**src/rtl/serial_pkg.sv**
```systemverilog
// Shared constants and types for the link-cable serial port (SB/SC registers).
package serial_pkg;

  localparam logic [15:0] SB_ADDR        = 16'hFF01;
  localparam logic [15:0] SC_ADDR        = 16'hFF02;
  localparam int          SC_START_BIT   = 7;
  localparam int          SC_CLKSEL_BIT  = 0;
  localparam int          IRQ_SERIAL_BIT = 3;

  typedef enum logic [1:0] {
    IDLE,
    LOW,
    HIGH,
    EXT
  } xfer_state_t;

  // MSB leaves on sout, the received bit enters at the LSB.
  function automatic logic [7:0] shift_in(input logic [7:0] b, input logic bit_in);
    return {b[6:0], bit_in};
  endfunction

endpackage

```
**src/rtl/serial_xfer_ctrl_if.sv**
```systemverilog
// Handshake between the SB/SC register block (master) and the transfer controller (slave).
interface serial_xfer_ctrl_if;

  logic       start;
  logic       abort;
  logic       int_clk;
  logic [7:0] sb_in;
  logic       sin;
  logic       ext_sclk_edge;
  logic       sout;
  logic       sclk_out;
  logic       sb_wr;
  logic [7:0] sb_wdata;
  logic       sc_clr;
  logic       irq;
  logic       busy;

  modport master (
    output start, abort, int_clk, sb_in, sin, ext_sclk_edge,
    input  sout, sclk_out, sb_wr, sb_wdata, sc_clr, irq, busy
  );

  modport slave (
    input  start, abort, int_clk, sb_in, sin, ext_sclk_edge,
    output sout, sclk_out, sb_wr, sb_wdata, sc_clr, irq, busy
  );

endinterface

```
**src/rtl/serial_bit_timer.sv**
```systemverilog
// Half-period timer for internal-clock transfers; half_done_o marks the last cycle of each half.
module serial_bit_timer #(
  parameter int HALF = 256
) (
  input  logic clk,
  input  logic reset,
  input  logic clr_i,
  input  logic run_i,
  output logic half_done_o
);

  localparam int W = (HALF > 1) ? $clog2(HALF) : 1;

  logic [W-1:0] div_cnt_q;

  // Zero is the rest value: the first running cycle reloads HALF-1 and the
  // count then runs down to 1, so each half spans exactly HALF cycles.
  always_ff @(posedge clk or posedge reset) begin
    if (reset) begin
      div_cnt_q <= '0;
    end else if (clr_i) begin
      div_cnt_q <= '0;
    end else if (run_i) begin
      div_cnt_q <= (div_cnt_q == '0) ? W'(HALF - 1) : div_cnt_q - W'(1);
    end
  end

  assign half_done_o = run_i && (div_cnt_q == W'(1));

endmodule

```
**src/rtl/serial_xfer_ctrl.sv**
```systemverilog
// Sequences one 8-bit link-cable transfer: shifts SB out MSB-first, shifts sin in,
// writes each updated byte back and raises the serial interrupt after the eighth bit.
//
//   state | meaning
//   IDLE  | no transfer; sout and sclk_out held high
//   LOW   | internal clock, first half of a bit (sclk_out low, sin sampled at end)
//   HIGH  | internal clock, second half of a bit (shift on last cycle)
//   EXT   | external clock, shift on every ext_sclk_edge
module serial_xfer_ctrl
  import serial_pkg::*;
#(
  parameter int CLK_DIV = 512
) (
  input logic               clk,
  input logic               reset,
  serial_xfer_ctrl_if.slave bus
);

  xfer_state_t state_q;
  logic [7:0]  shift_q;
  logic [7:0]  wdata_q;
  logic [2:0]  bit_cnt_q;
  logic        mode_q;
  logic        sample_q;

  logic        half_done;
  logic        in_bit;
  logic        last_bit;
  logic        shift_evt;
  logic [7:0]  shift_d;

  serial_bit_timer #(
    .HALF(CLK_DIV / 2)
  ) u_timer (
    .clk        (clk),
    .reset      (reset),
    .clr_i      (bus.start | bus.abort),
    .run_i      ((state_q == LOW) || (state_q == HIGH)),
    .half_done_o(half_done)
  );

  assign in_bit   = mode_q ? sample_q : bus.sin;
  assign shift_d  = shift_in(shift_q, in_bit);
  assign last_bit = (bit_cnt_q == 3'd7);

  // A start or abort in the same cycle pre-empts the shift, so no write or irq escapes.
  assign shift_evt = !bus.start && !bus.abort &&
                     (((state_q == HIGH) && half_done) ||
                      ((state_q == EXT) && bus.ext_sclk_edge));

  always_ff @(posedge clk or posedge reset) begin
    if (reset) begin
      state_q   <= IDLE;
      shift_q   <= '0;
      wdata_q   <= '0;
      bit_cnt_q <= '0;
      mode_q    <= 1'b1;
      sample_q  <= 1'b0;
    end else if (bus.start) begin
      shift_q   <= bus.sb_in;
      bit_cnt_q <= '0;
      mode_q    <= bus.int_clk;
      state_q   <= bus.int_clk ? LOW : EXT;
    end else if (bus.abort) begin
      state_q   <= IDLE;
    end else begin
      case (state_q)
        IDLE: ;
        LOW: begin
          if (half_done) begin
            sample_q <= bus.sin;
            state_q  <= HIGH;
          end
        end
        HIGH, EXT: begin
          if (shift_evt) begin
            shift_q   <= shift_d;
            wdata_q   <= shift_d;
            bit_cnt_q <= bit_cnt_q + 3'd1;
            state_q   <= last_bit ? IDLE : (mode_q ? LOW : EXT);
          end
        end
        default: state_q <= IDLE;
      endcase
    end
  end

  assign bus.sout     = (state_q == IDLE) ? 1'b1 : shift_q[7];
  assign bus.sclk_out = (state_q != LOW);
  assign bus.sb_wr    = shift_evt;
  assign bus.sb_wdata = shift_evt ? shift_d : wdata_q;
  assign bus.sc_clr   = shift_evt && last_bit;
  assign bus.irq      = shift_evt && last_bit;
  assign bus.busy     = (state_q != IDLE);

endmodule

```
**src/flat_wrapper.sv**
```systemverilog
// flat-port wrapper written by rule: the top's interface ports become plain ports
module serial_xfer_ctrl_flat import serial_pkg::*;
#(
  parameter int CLK_DIV = 512
)
  (clk, reset, bus_start, bus_abort, bus_int_clk, bus_sb_in, bus_sin, bus_ext_sclk_edge, bus_sout, bus_sclk_out, bus_sb_wr, bus_sb_wdata, bus_sc_clr, bus_irq, bus_busy);
  serial_xfer_ctrl_if bus_i ();
  input logic clk;
  input logic reset;
  input wire logic [$bits(bus_i.start)-1:0] bus_start;
  input wire logic [$bits(bus_i.abort)-1:0] bus_abort;
  input wire logic [$bits(bus_i.int_clk)-1:0] bus_int_clk;
  input wire logic [$bits(bus_i.sb_in)-1:0] bus_sb_in;
  input wire logic [$bits(bus_i.sin)-1:0] bus_sin;
  input wire logic [$bits(bus_i.ext_sclk_edge)-1:0] bus_ext_sclk_edge;
  output wire logic [$bits(bus_i.sout)-1:0] bus_sout;
  output wire logic [$bits(bus_i.sclk_out)-1:0] bus_sclk_out;
  output wire logic [$bits(bus_i.sb_wr)-1:0] bus_sb_wr;
  output wire logic [$bits(bus_i.sb_wdata)-1:0] bus_sb_wdata;
  output wire logic [$bits(bus_i.sc_clr)-1:0] bus_sc_clr;
  output wire logic [$bits(bus_i.irq)-1:0] bus_irq;
  output wire logic [$bits(bus_i.busy)-1:0] bus_busy;
  assign bus_i.start = bus_start;
  assign bus_i.abort = bus_abort;
  assign bus_i.int_clk = bus_int_clk;
  assign bus_i.sb_in = bus_sb_in;
  assign bus_i.sin = bus_sin;
  assign bus_i.ext_sclk_edge = bus_ext_sclk_edge;
  assign bus_sout = bus_i.sout;
  assign bus_sclk_out = bus_i.sclk_out;
  assign bus_sb_wr = bus_i.sb_wr;
  assign bus_sb_wdata = bus_i.sb_wdata;
  assign bus_sc_clr = bus_i.sc_clr;
  assign bus_irq = bus_i.irq;
  assign bus_busy = bus_i.busy;
  serial_xfer_ctrl #(.CLK_DIV(CLK_DIV)) u_core (.clk(clk), .reset(reset), .bus(bus_i));
endmodule
```
**config.mk**
```make
export PLATFORM = sky130hd
export DESIGN_NAME = serial_xfer_ctrl_flat
export DESIGN_NICKNAME = d
export VERILOG_FILES = /design/src/rtl/serial_pkg.sv /design/src/rtl/serial_xfer_ctrl_if.sv /design/src/rtl/serial_bit_timer.sv /design/src/rtl/serial_xfer_ctrl.sv /design/src/flat_wrapper.sv
export SDC_FILE = /design/constraint.sdc
export NUM_CORES = 1
export LEC_CHECK = 0
export BUFFER_PORTS_ARGS = -buffer_cell sky130_fd_sc_hd__buf_2
export CELL_PAD_IN_SITES_DETAIL_PLACEMENT = 1
export CELL_PAD_IN_SITES_GLOBAL_PLACEMENT = 2
export CORE_MARGIN = 4
export CORE_UTILIZATION = 37
export CTS_CLUSTER_DIAMETER = 50
export CTS_CLUSTER_SIZE = 10
export DETAILED_ROUTE_END_ITERATION = 8
export GPL_TIMING_DRIVEN = 0
export MAX_ROUTING_LAYER = met4
export PLACE_DENSITY = 0.93
export SETUP_SLACK_MARGIN = 0.1
export SLEW_MARGIN = 25
export SYNTH_ARGS = -nofsm -noshare
export SYNTH_HDL_FRONTEND = slang
export SYNTH_HIERARCHICAL = 1
export SYNTH_SLANG_ARGS = --single-unit
```
**constraint.sdc**
```tcl
create_clock -name clk -period 5.5 [get_ports clk]
set_input_delay 1.1 -clock clk [delete_from_list [all_inputs] [get_ports clk]]
set_output_delay 1.1 -clock clk [all_outputs]
set_load 0.01 [all_outputs]
```
# Word level (Yosys, flattened, before mapping)
# Index checks and enable logic that the tools add are counted.
[classes] n_mux=22 addsub=2 bitwise_logic=3 reduce_logical=22 eq_ne=9
[ops] cell="$mux 8" count=8
[ops] cell="$mux 2" count=7
[ops] cell="$mux 3" count=4
[ops] cell="$reduce_and 3->1" count=3
[ops] cell="$eq 8x1->1 const B" count=1
[ops] cell="$logic_not 8->1" count=1
[ops] cell="$ne 4x3->1 const B" count=2
[ops] cell="$reduce_bool 2->1" count=4
[ops] cell="$sub 8x1->8 const B" count=1
[ops] cell="$logic_and 1x1->1" count=6
[ops] cell="$eq 2x2->1 const B" count=2
[ops] cell="$pmux 2 s2" count=1
[ops] cell="$reduce_and 4->1" count=1
[ops] cell="$reduce_bool 4->1" count=1
[ops] cell="$add 3x1->3 const B" count=1
[ops] cell="$eq 3x3->1 const B" count=1
[ops] cell="$eq 2x1->1 const B" count=1
[ops] cell="$logic_not 1->1" count=2
[ops] cell="$logic_not 2->1" count=1
[ops] cell="$logic_or 1x1->1" count=2
[ops] cell="$mux 1" count=2
[ops] cell="$ne 2x1->1 const B" count=1
[ops] cell="$ne 2x2->1 const B" count=1
[ops] cell="$not 1->1" count=2
[ops] cell="other kinds (2)" count=2
[totals] input_bits=15 elab_cells=65 register_bits=31

# Depth between registers and ports, before layout
# Gate-level depths: netlist (run 1).
[depth] ltp_word=10 ltp_mapped=10 ltp_nobuf=9

# Modules after synthesis
# Netlist (run 1), hierarchy kept.
[by_module_without_submodules] mod="serial_xfer_ctrl" area_each_um2=1172.4 instances=1 seq_area_each_um2=576.8 cells_per_inst=120
[by_module_without_submodules] mod="serial_bit_timer" area_each_um2=549.3 instances=1 seq_area_each_um2=200.2 cells_per_inst=55

# Worst setup path after synthesis (run 1)
# No wires, ideal clock.
[synth_path] path_type="register -> output" startpoint="reg u_core.state_q[0]" endpoint="out bus_sc_clr" stages_incl_launch_ff=11 required_time_ns=4.400 arrival_time_ns=2.015 setup_slack_ns=2.385 cell_sequence="dfrtp_1 inv_1 ha_1 nor2b_1 and4_1 a22oi_4 nand2b_4 inv_2 buf_6 and2_1 buf_4"
[synth_between] elab_chain_cells=7 word_cells_on_any_way=10 classes_between="3 x eq/ne; 7 x reduce/logical"
[synth_rtl] item="start, declared" line="serial_xfer_ctrl.sv:19" text="xfer_state_t state_q;"
[synth_rtl] item="start signal, assigned" line="serial_xfer_ctrl.sv:63" text="state_q <= bus.int_clk ? LOW : EXT;"
[synth_rtl] item="start signal, assigned" line="serial_xfer_ctrl.sv:80" text="state_q <= last_bit ? IDLE : (mode_q ? LOW : EXT);"
[synth_rtl] item="$eq 2x1->1 or $eq 2x2->1 (tied branches)" line="serial_xfer_ctrl.sv:38" text=".run_i ((state_q == LOW) || (state_q == HIGH)),"
[synth_rtl] item="$logic_or 1x1->1 *" line="serial_xfer_ctrl.sv:38"
[synth_rtl] item="$logic_and 1x1->1 *" line="serial_bit_timer.sv:28" text="assign half_done_o = run_i && (div_cnt_q == W'(1));"
[synth_rtl] item="named net u_core.half_done" line="serial_xfer_ctrl.sv:26" text="logic half_done;"
[synth_rtl] item="$logic_and 1x1->1 *" line="serial_xfer_ctrl.sv:48" text="(((state_q == HIGH) && half_done) ||"
[synth_rtl] item="$logic_or 1x1->1 *" line="serial_xfer_ctrl.sv:48"
[synth_rtl] item="$logic_and 1x1->1 *" line="serial_xfer_ctrl.sv:47" text="assign shift_evt = !bus.start && !bus.abort &&"
[synth_rtl] item="named net bus_sb_wr" line="flat_wrapper.sv:18" text="output wire logic [$bits(bus_i.sb_wr)-1:0] bus_sb_wr;"
[synth_rtl] item="$logic_and 1x1->1 *"
[synth_rtl] item="end, declared" line="flat_wrapper.sv:20" text="output wire logic [$bits(bus_i.sc_clr)-1:0] bus_sc_clr;"
# Mark *: on every way through the listed nets, which the timed path passes. The rest lies on a longest branch.

# Worst setup path in the final report (run 1)
[layout_path] startpoint="reg u_core.state_q[0]" endpoint="out bus_sc_clr"
[layout_between] elab_chain_cells=7 word_cells_on_any_way=10 classes_between="3 x eq/ne; 7 x reduce/logical"
[layout_rtl] item="$eq 2x1->1 or $eq 2x2->1 (tied branches)" line="serial_xfer_ctrl.sv:38"
[layout_rtl] item="$logic_or 1x1->1 *" line="serial_xfer_ctrl.sv:38"
[layout_rtl] item="$logic_and 1x1->1 *" line="serial_bit_timer.sv:28"
[layout_rtl] item="named net u_core.half_done" line="serial_xfer_ctrl.sv:26"
[layout_rtl] item="$logic_and 1x1->1 *" line="serial_xfer_ctrl.sv:48"
[layout_rtl] item="$logic_or 1x1->1 *" line="serial_xfer_ctrl.sv:48"
[layout_rtl] item="$logic_and 1x1->1 *" line="serial_xfer_ctrl.sv:47"
[layout_rtl] item="$logic_and 1x1->1 *" line="serial_xfer_ctrl.sv:92" text="assign bus.sc_clr = shift_evt && last_bit;"
# Marks and branches as above.

==> results of run 1 <==
==> final timing paths <==
path	end	slack [ns]	cells after the start
worst min-delay path	u_core/wdata_q[2]	0.47	2
max in group asynchronous	u_core/wdata_q[4]	4.20	2
worst max register to register	u_core/shift_q[2]	3.25	10
worst max-delay path	bus_sc_clr	1.81	11
worst min register to register	u_core/wdata_q[2]	0.47	2
min in group asynchronous	u_core/u_timer/div_cnt_q[3]	0.78	2
==> layer usage <==
layer,wire length [µm],global-route usage,vias up
li1,-,-,675
met1,1870,0.189,666
met2,1810,0.221,19
met3,120,0.0343,5
met4,55,0.0420,0
met5,0,-,-
==> synth_stat cells, types with 3 or more instances <==
master and n:
a21oi_1 4, nor2_1 12, o21ai_0 8, a211oi_1 4, inv_1 12, nand2_1 32, a22o_1 3, nand3_1 3
mux2i_1 4, nor3b_1 4, ha_1 9, dfrtp_1 30, nor2b_1 3, nor3_1 3, o211ai_1 5
==> state kept, by name (all words and copies together) (netlist names) <==
signal / flops
u_core/bit_cnt_q: 3
u_core/wdata_q: 8
u_core/sample_q: 1
u_core/mode_q: 1
u_core/shift_q: 8
u_core/state_q: 2
u_core/u_timer/div_cnt_q: 8
==> cell families after synthesis <==
family / Yosys count
AO/OA/AOI/OAI: 37
XOR/XNOR: 1
adder cells (fa/ha/maj): 9
buffers and inverters: 20
flip-flops: 31
multiplexers: 6
AND/OR/NAND/NOR: 71
==> critical path, stage by stage, from the launching register on <==
cell,delay [ns]
dfrtp_1,0.37
inv_1,0.08
ha_1,0.34
nor2b_1,0.17
and4_1,0.25
a22oi_4,0.30
nand2b_4,0.22
inv_2,0.05
buf_6,0.13
and2_1,0.16
buf_4,0.12
buf_2,0.13
==> cell usage in the layout, fill, tap and decap left out, drive strengths merged, types with 2 or more instances in the layout <==
cell / synthesis / layout
nor2b: 3 / 3
a31oi: 2 / 2
clkinv: 0 / 2
a211oi: 4 / 4
nand2: 32 / 32
a22o: 3 / 3
nand3: 3 / 3
nor3b: 5 / 5
mux2i: 4 / 4
mux2: 2 / 2
ha: 9 / 9
buf: 4 / 32
nand2b: 2 / 2
nor2: 14 / 14
a21oi: 4 / 4
o21ai: 8 / 8
inv: 13 / 12
o211ai: 5 / 5
dfrtp: 30 / 30
clkbuf: 3 / 10
a21o: 2 / 2
nor3: 5 / 5
==> where the power goes <==
part           total [W]  internal [W]  switching (W)
combinational   0.000303      0.000135       0.000168
sequential      0.000323      0.000282      0.0000411
clock           0.000174     0.0000887      0.0000848
total           0.000800      0.000505       0.000294
==> area by class of cell <==
type | instances | share of cell area
timing repair buffer | 28 | 0.0698
clock buffer | 7 | 0.0380
inverter | 13 | 0.0243
buffer | 7 | 0.0218
clock inverter | 1 | 0.00249
multi-input combinational | 124 | 0.424
sequential | 31 | 0.387
tap | 52 | 0.0324
==> per-stage QoR <==
stage,power [W],util,setup WS [ns]
after floorplan,0.000544,-,2.39
after global placement,0.000628,0.437,2.11
after detailed placement,0.000635,0.437,2.10
after CTS,0.000815,0.455,1.79
after global routing,0.000870,0.455,1.63
final,0.000800,0.455,1.81
==> metrics list, run 1 <==
- For this run, the total global-route usage over all layers was measured as 0.144.
- The cell sitting at the root of the clock tree is a clkbuf_8.
- Maximum number of pins on one net before global-route repair: 24
- STA puts the critical path data required time at 4.40 ns.
- Final cycle utilization of the critical path: 0.671
- The floorplan step defined a die boundary enclosing 5810 µm².
- Max-slew headroom: 0.424
- Arrival time of the worst setup path: 2.59 ns
* Die outline height: 76.2 µm
- The analysis attributes to cell leakage a power of 1.05 nW.
* Routed length per instance: 14.7 µm
- In this run the worst path has a maximum fanout of 10.
- Setup tns final: 0 ns
* Core Area: 4410 µm²
* Depth of the CTS H-tree: 2
* Area fraction in compound gates after synthesis: 0.157
- Synth unique cells: 48
* Arithmetic-cell share of the synthesized area counting full adders, half adders and majority gates: 0.0654
* Synthesized netlist cell count: 175
- Summed over all nets, the half-perimeter wirelength after detailed placement is 2.92 mm.
- Area share of the leading cell type in the synthesized netlist: 0.436
* Combinational family with the most area after synthesis: simple AND/OR/NAND/NOR gates
- Worst hold margin: 0.469 ns
* Multiplexer share of the synthesized area: 0.0363
* FILL cells: 527
- Dividing the detail-routed via count by the number of cells gives 5.19.
* Yosys warning total: 6
* Maximum vdd drop: 0.149 mV
- Origin of the worst setup path: u_core/state_q[0]
* Register bit count reported by yosys: 31
- Counting along the longest clock path gives a buffer depth of 2.
- Number of top-level design ports: 29
- Port buffer count: 28
- Die outline width: 76.2 µm
- Standard cell area after detailed placement: 1930 µm²
* DRC: 0
* Main area contributors after synthesis: dfrtp_1 (44%), nand2_1 (7.0%), ha_1 (6.5%)
- Clock latency at the later pin of the worst-skew pair: 0.28 ns
- CTS buffer count: 5
* Number of antenna violations at the first check in global routing: 0
- Peak Freq: 0.271 GHz
* Total vias in the final route: 1365
* Hold-fix buffers at CTS: 0
- Summing all flip-flop and latch instances after layout gives 777 µm².
* Starting Density: 0.390
- In this run the critical register-to-register path is launched from u_core/state_q[0].
* Cell type contributing the most total cell area after synthesis: dfrtp_1
- Average size of a mapped cell: 9.84 µm²
* Measured slew at the worst slew-check pin: 0.859 ns
* Unrepaired setup endpoints after global routing: false
- Async set-reset flop share out of synthesis: 1.00
- The flow ran to the end, and the final reports show no timing, DRC or antenna violations.
* Rows: 24
* Routability congestion estimate: 0.822
* Share of cells above drive strength 1: 0.251
* Area occupied by multi-input gates: 852 µm²
- Final min period: 3.69 ns
- Post-layout nets: 234
- Count of endpoints failing setup in the final report: 0
* Vias in the first global route: 1376
- Of the total synthesized cell area, the portion taken by XOR and XNOR cells is 0.00509.
- Post_cts resized: 0
- The finished cells cover 2010 µm².
- Once layout is complete, the cells apart from fillers number 263.
- Crit path capture type: output pin
- After global routing the overflow that remains totals 0.
- Wires add up to 3.86 mm.
- Worst min path class: flip-flop to flip-flop
- In this run, synthesis inferred 0 flip-flops with an integrated enable.
- The total count of max-transition violations in the final report was 0.
- Post-synthesis sequential area ratio: 0.451
* Final number of hold-violating endpoints: 0
* Antenna Nets Post-Route: 0
- Global-route wire length before repair: 6.62 mm
- Max-capacitance violation count: 0
- Layout area overhead: 16.6%
* Number of antenna cells inserted: 0
- Most used flip-flop cell after synthesis: dfrtp_1
- Pwr Density: 398 nW/µm²
- Post-Synth Simple-Gate Area: 0.231
- Placed Cells incl. Taps: 255
- Clock tree synthesis found a total of 31 sinks.
- Iteration-0 DRC count of the detailed router: 78
* Critical path launch point type: flip-flop
- Before antenna repair, the detailed router went through 4 iterations.
- Clock Skews: 0.00543 ns
* Type of the worst setup path: flip-flop to output pin
- TritonCTS clock tree: done
- Counting every net in the synthesized netlist gives 199.
* Netlist Area Pre-Place: 1720 µm²
* Hold wc startpoint: u_core/wdata_q[2]
- CTS clk-pin slew, worst paths: 0.07 ns
- Post-CTS setup buffer count: 0
Power figures use the tool's default switching activity.
==> inputs of run 2 (changes only) <==
--- a/config.mk
+++ b/config.mk
@@ -9,13 +9,13 @@
 export CELL_PAD_IN_SITES_DETAIL_PLACEMENT = 1
 export CELL_PAD_IN_SITES_GLOBAL_PLACEMENT = 2
 export CORE_MARGIN = 4
-export CORE_UTILIZATION = 37
+export CORE_UTILIZATION = 34
 export CTS_CLUSTER_DIAMETER = 50
 export CTS_CLUSTER_SIZE = 10
 export DETAILED_ROUTE_END_ITERATION = 8
 export GPL_TIMING_DRIVEN = 0
 export MAX_ROUTING_LAYER = met4
-export PLACE_DENSITY = 0.93
+export PLACE_DENSITY = 0.87
 export SETUP_SLACK_MARGIN = 0.1
 export SLEW_MARGIN = 25
 export SYNTH_ARGS = -nofsm -noshare
==> constraint.sdc (replaced) <==
create_clock -name clk -period 3.6 [get_ports clk]
set_input_delay 0.72 -clock clk [delete_from_list [all_inputs] [get_ports clk]]
set_output_delay 0.72 -clock clk [all_outputs]
set_load 0.01 [all_outputs]
==> run 2 against run 1 <==
Net effect:
- global-route usage grew 0.70 points
- critical path type unchanged
- clock skew shrank 0.00069 ns
- hold slack lost 0.073 ns
- critical endpoint unchanged
==> metrics list, run 2 (synthesized netlist as in run 1, its figures left out) <==
* Crit path capture type: output pin
- Critical path launch point type: flip-flop
- TritonCTS built the clock tree.
- Final design area excluding fillers: 2050 µm²
- Global-route congestion overflow total: 0
- At the worst endpoint, the required time is 2.88 ns.
- In this run the cell area measured after placement is 1950 µm².
* Count of endpoints failing setup in the final report: 0
- Maximum vdd drop: 0.226 mV
- Entering global routing, the biggest net connects 24 pins.
* Hold-fix buffers at CTS: 0
- Post-layout worst setup margin: 0.259 ns
- Of the cells placed in the final design, the portion with a size suffix greater than 1 is 0.256.
- CTS buffer count: 5
- The net count of the finished layout is 234.
- Final cycle utilization of the critical path: 0.928
* Depth of the CTS H-tree: 2
- Largest buffer count on any clock path: 2
- Across every metal layer, demand over resource in global routing totals 0.151.
- In this run the worst hold path is classified as input pin to asynchronous set/reset pin.
- Measured against its own limit, the worst slew margin works out to 0.437.
* Measured slew at the worst slew-check pin: 0.840 ns
- Port buffer count: 28
* Die outline width: 79.2 µm
- Compared with the post-synthesis result, the final layout area differs by 18.8%.
- CP Cell Sequence: inv_1 -> ha_1 -> nor2b_1 -> and4_1 -> a22oi_4 -> nand2b_4 -> inv_2 -> buf_6 -> and2_1 -> buf_4 -> buf_2
- DRC: 0
- After clock tree synthesis, the clock-pin slew on the worst setup and hold paths is 0.06 ns.
- The layout has 581 filler cells.
- For this block, the via count after detailed routing is 1358.
- Pre-CTS setup slack: 0.524 ns
- The finished layout holds 278 standard cells, fillers aside.
- In this run, placement finished with an instance count of 270.
- Leaving out fill and tap cells, the most frequent cell in the layout is nand2_1.
* Clock Skews: 0.00474 ns
* Detailed Route WL: 4.08 mm
- CP Max Fanout: 10
- In this run the vertical extent of the chip is 79.2 µm.
* Via density per instance: 4.88
- Power spread over the standard cell area amounts to 622 nW/µm².
* Core Area: 4820 µm²
* Type of the worst setup path: flip-flop to output pin
- The first detailed-routing pass ran for 4 iterations.
* Setup tns final: 0 ns
- Starting Density: 0.357
- Arrival time of the worst setup path: 2.62 ns
- Peak Freq: 0.299 GHz
- Most used cells in the layout excluding fill and tap cells: nand2_1 (32), dfrtp_1 (30), buf_2 (29), nor2_1 (12), inv_1 (11)
- Global-route wire length before repair: 7.17 mm
- 0 antenna diodes ended up in the layout.
- The flow ran to the end, and the final reports show no timing, DRC or antenna violations.
* Max-slew violations: 0
- The die covers 6270 µm².
* Max-capacitance violation count: 0
* Total half-perimeter wirelength after legalization and detailed placement: 3.11 mm
* Routability congestion estimate: 0.740
- Rows: 25
* Final number of hold-violating endpoints: 0
- Largest incremental delay on the critical path: 0.38 ns
* Area occupied by multi-input gates: 852 µm²
- For the worst-skew pair, the clock arrives at the later sink with an insertion delay of 0.28 ns.
* Routed length per instance: 14.7 µm
- The number of global-route vias before repair was 1464.
- Unrepaired setup endpoints after global routing: false
* Number of top-level design ports: 29
- The largest registers in the layout are u_core/shift_q x8, u_core/u_timer/div_cnt_q x8, u_core/wdata_q x8.
- CTS root buf: clkbuf_8
- The detailed router finished its first iteration with 84 violations.
- The smallest clock period supported by the final layout is computed as 3.34 ns.
* Worst path slowest cell: dfrtp_1
- The sequential cells in the finished layout cover a total of 777 µm².
- Hold is met by 0.396 ns.
- Number of antenna violations at the first check in global routing: 0
* Clock net sink count: 31
- Once detail routing completed, the nets flagged for antenna violations numbered 0.
- Leakage: 1.06 nW
[run 2: stage by stage]
step           power (W)  utilization
2_1_floorplan   0.000831            -
3_3_place_gp    0.000965        0.404
3_5_place_dp    0.000984        0.404
4_1_cts          0.00130        0.425
5_1_grt          0.00139        0.425
6_report         0.00127        0.425
[run 2: repair_timing]
action | in CTS | in global routing
gates resized for setup | 0 | 0
setup endpoints to repair | 0 | 1
endpoints found under the hold margin | 0 | 0
setup buffers | 0 | 0
[run 2: layer usage]
layer,track usage,vias to the layer above,routed length [µm]
met5,-,-,0
met4,0.0464,0,42
met3,0.0397,5,138
met2,0.242,22,2000
met1,0.186,659,1900
li1,-,672,-
[run 2: where the power goes]
group	internal [W]	total (W)	switching, W
combinational	0.000206	0.000475	0.000269
clock	0.000174	0.000304	0.000130
sequential	0.000430	0.000494	0.0000638
[run 2: path summary, 6_finish.rpt]
path | slack [ns] | startpoint | to | cells after the start
max | 0.26 | u_core/state_q[0] | bus_sc_clr | 11
min | 0.40 | reset | u_core/u_timer/div_cnt_q[2] | 2
max reg2reg | 1.32 | u_core/state_q[1] | u_core/shift_q[4] | 8
min reg2reg | 0.48 | u_core/wdata_q[2] | u_core/wdata_q[2] | 2
max in group asynchronous | 2.69 | reset | u_core/state_q[1] | 2
min in group clk | 0.48 | u_core/wdata_q[2] | u_core/wdata_q[2] | 2
[run 2: area by class of cell]
cell class	instances	share of cell area
clock buffer	8	0.0489
timing repair buffer	28	0.0685
multi-input combinational	124	0.417
tap	67	0.0410
sequential	31	0.380
buffer	7	0.0214
inverter	13	0.0239
[run 2: worst max-delay path, delay by kind of cell, from the launching register on]
kind | cells | cell delay [ns]
adder cells (fa/ha/maj) | 1 | 0.35
AO/OA/AOI/OAI | 1 | 0.28
AND/OR/NAND/NOR | 4 | 0.81
flip-flops | 1 | 0.38
buffers and inverters | 5 | 0.52
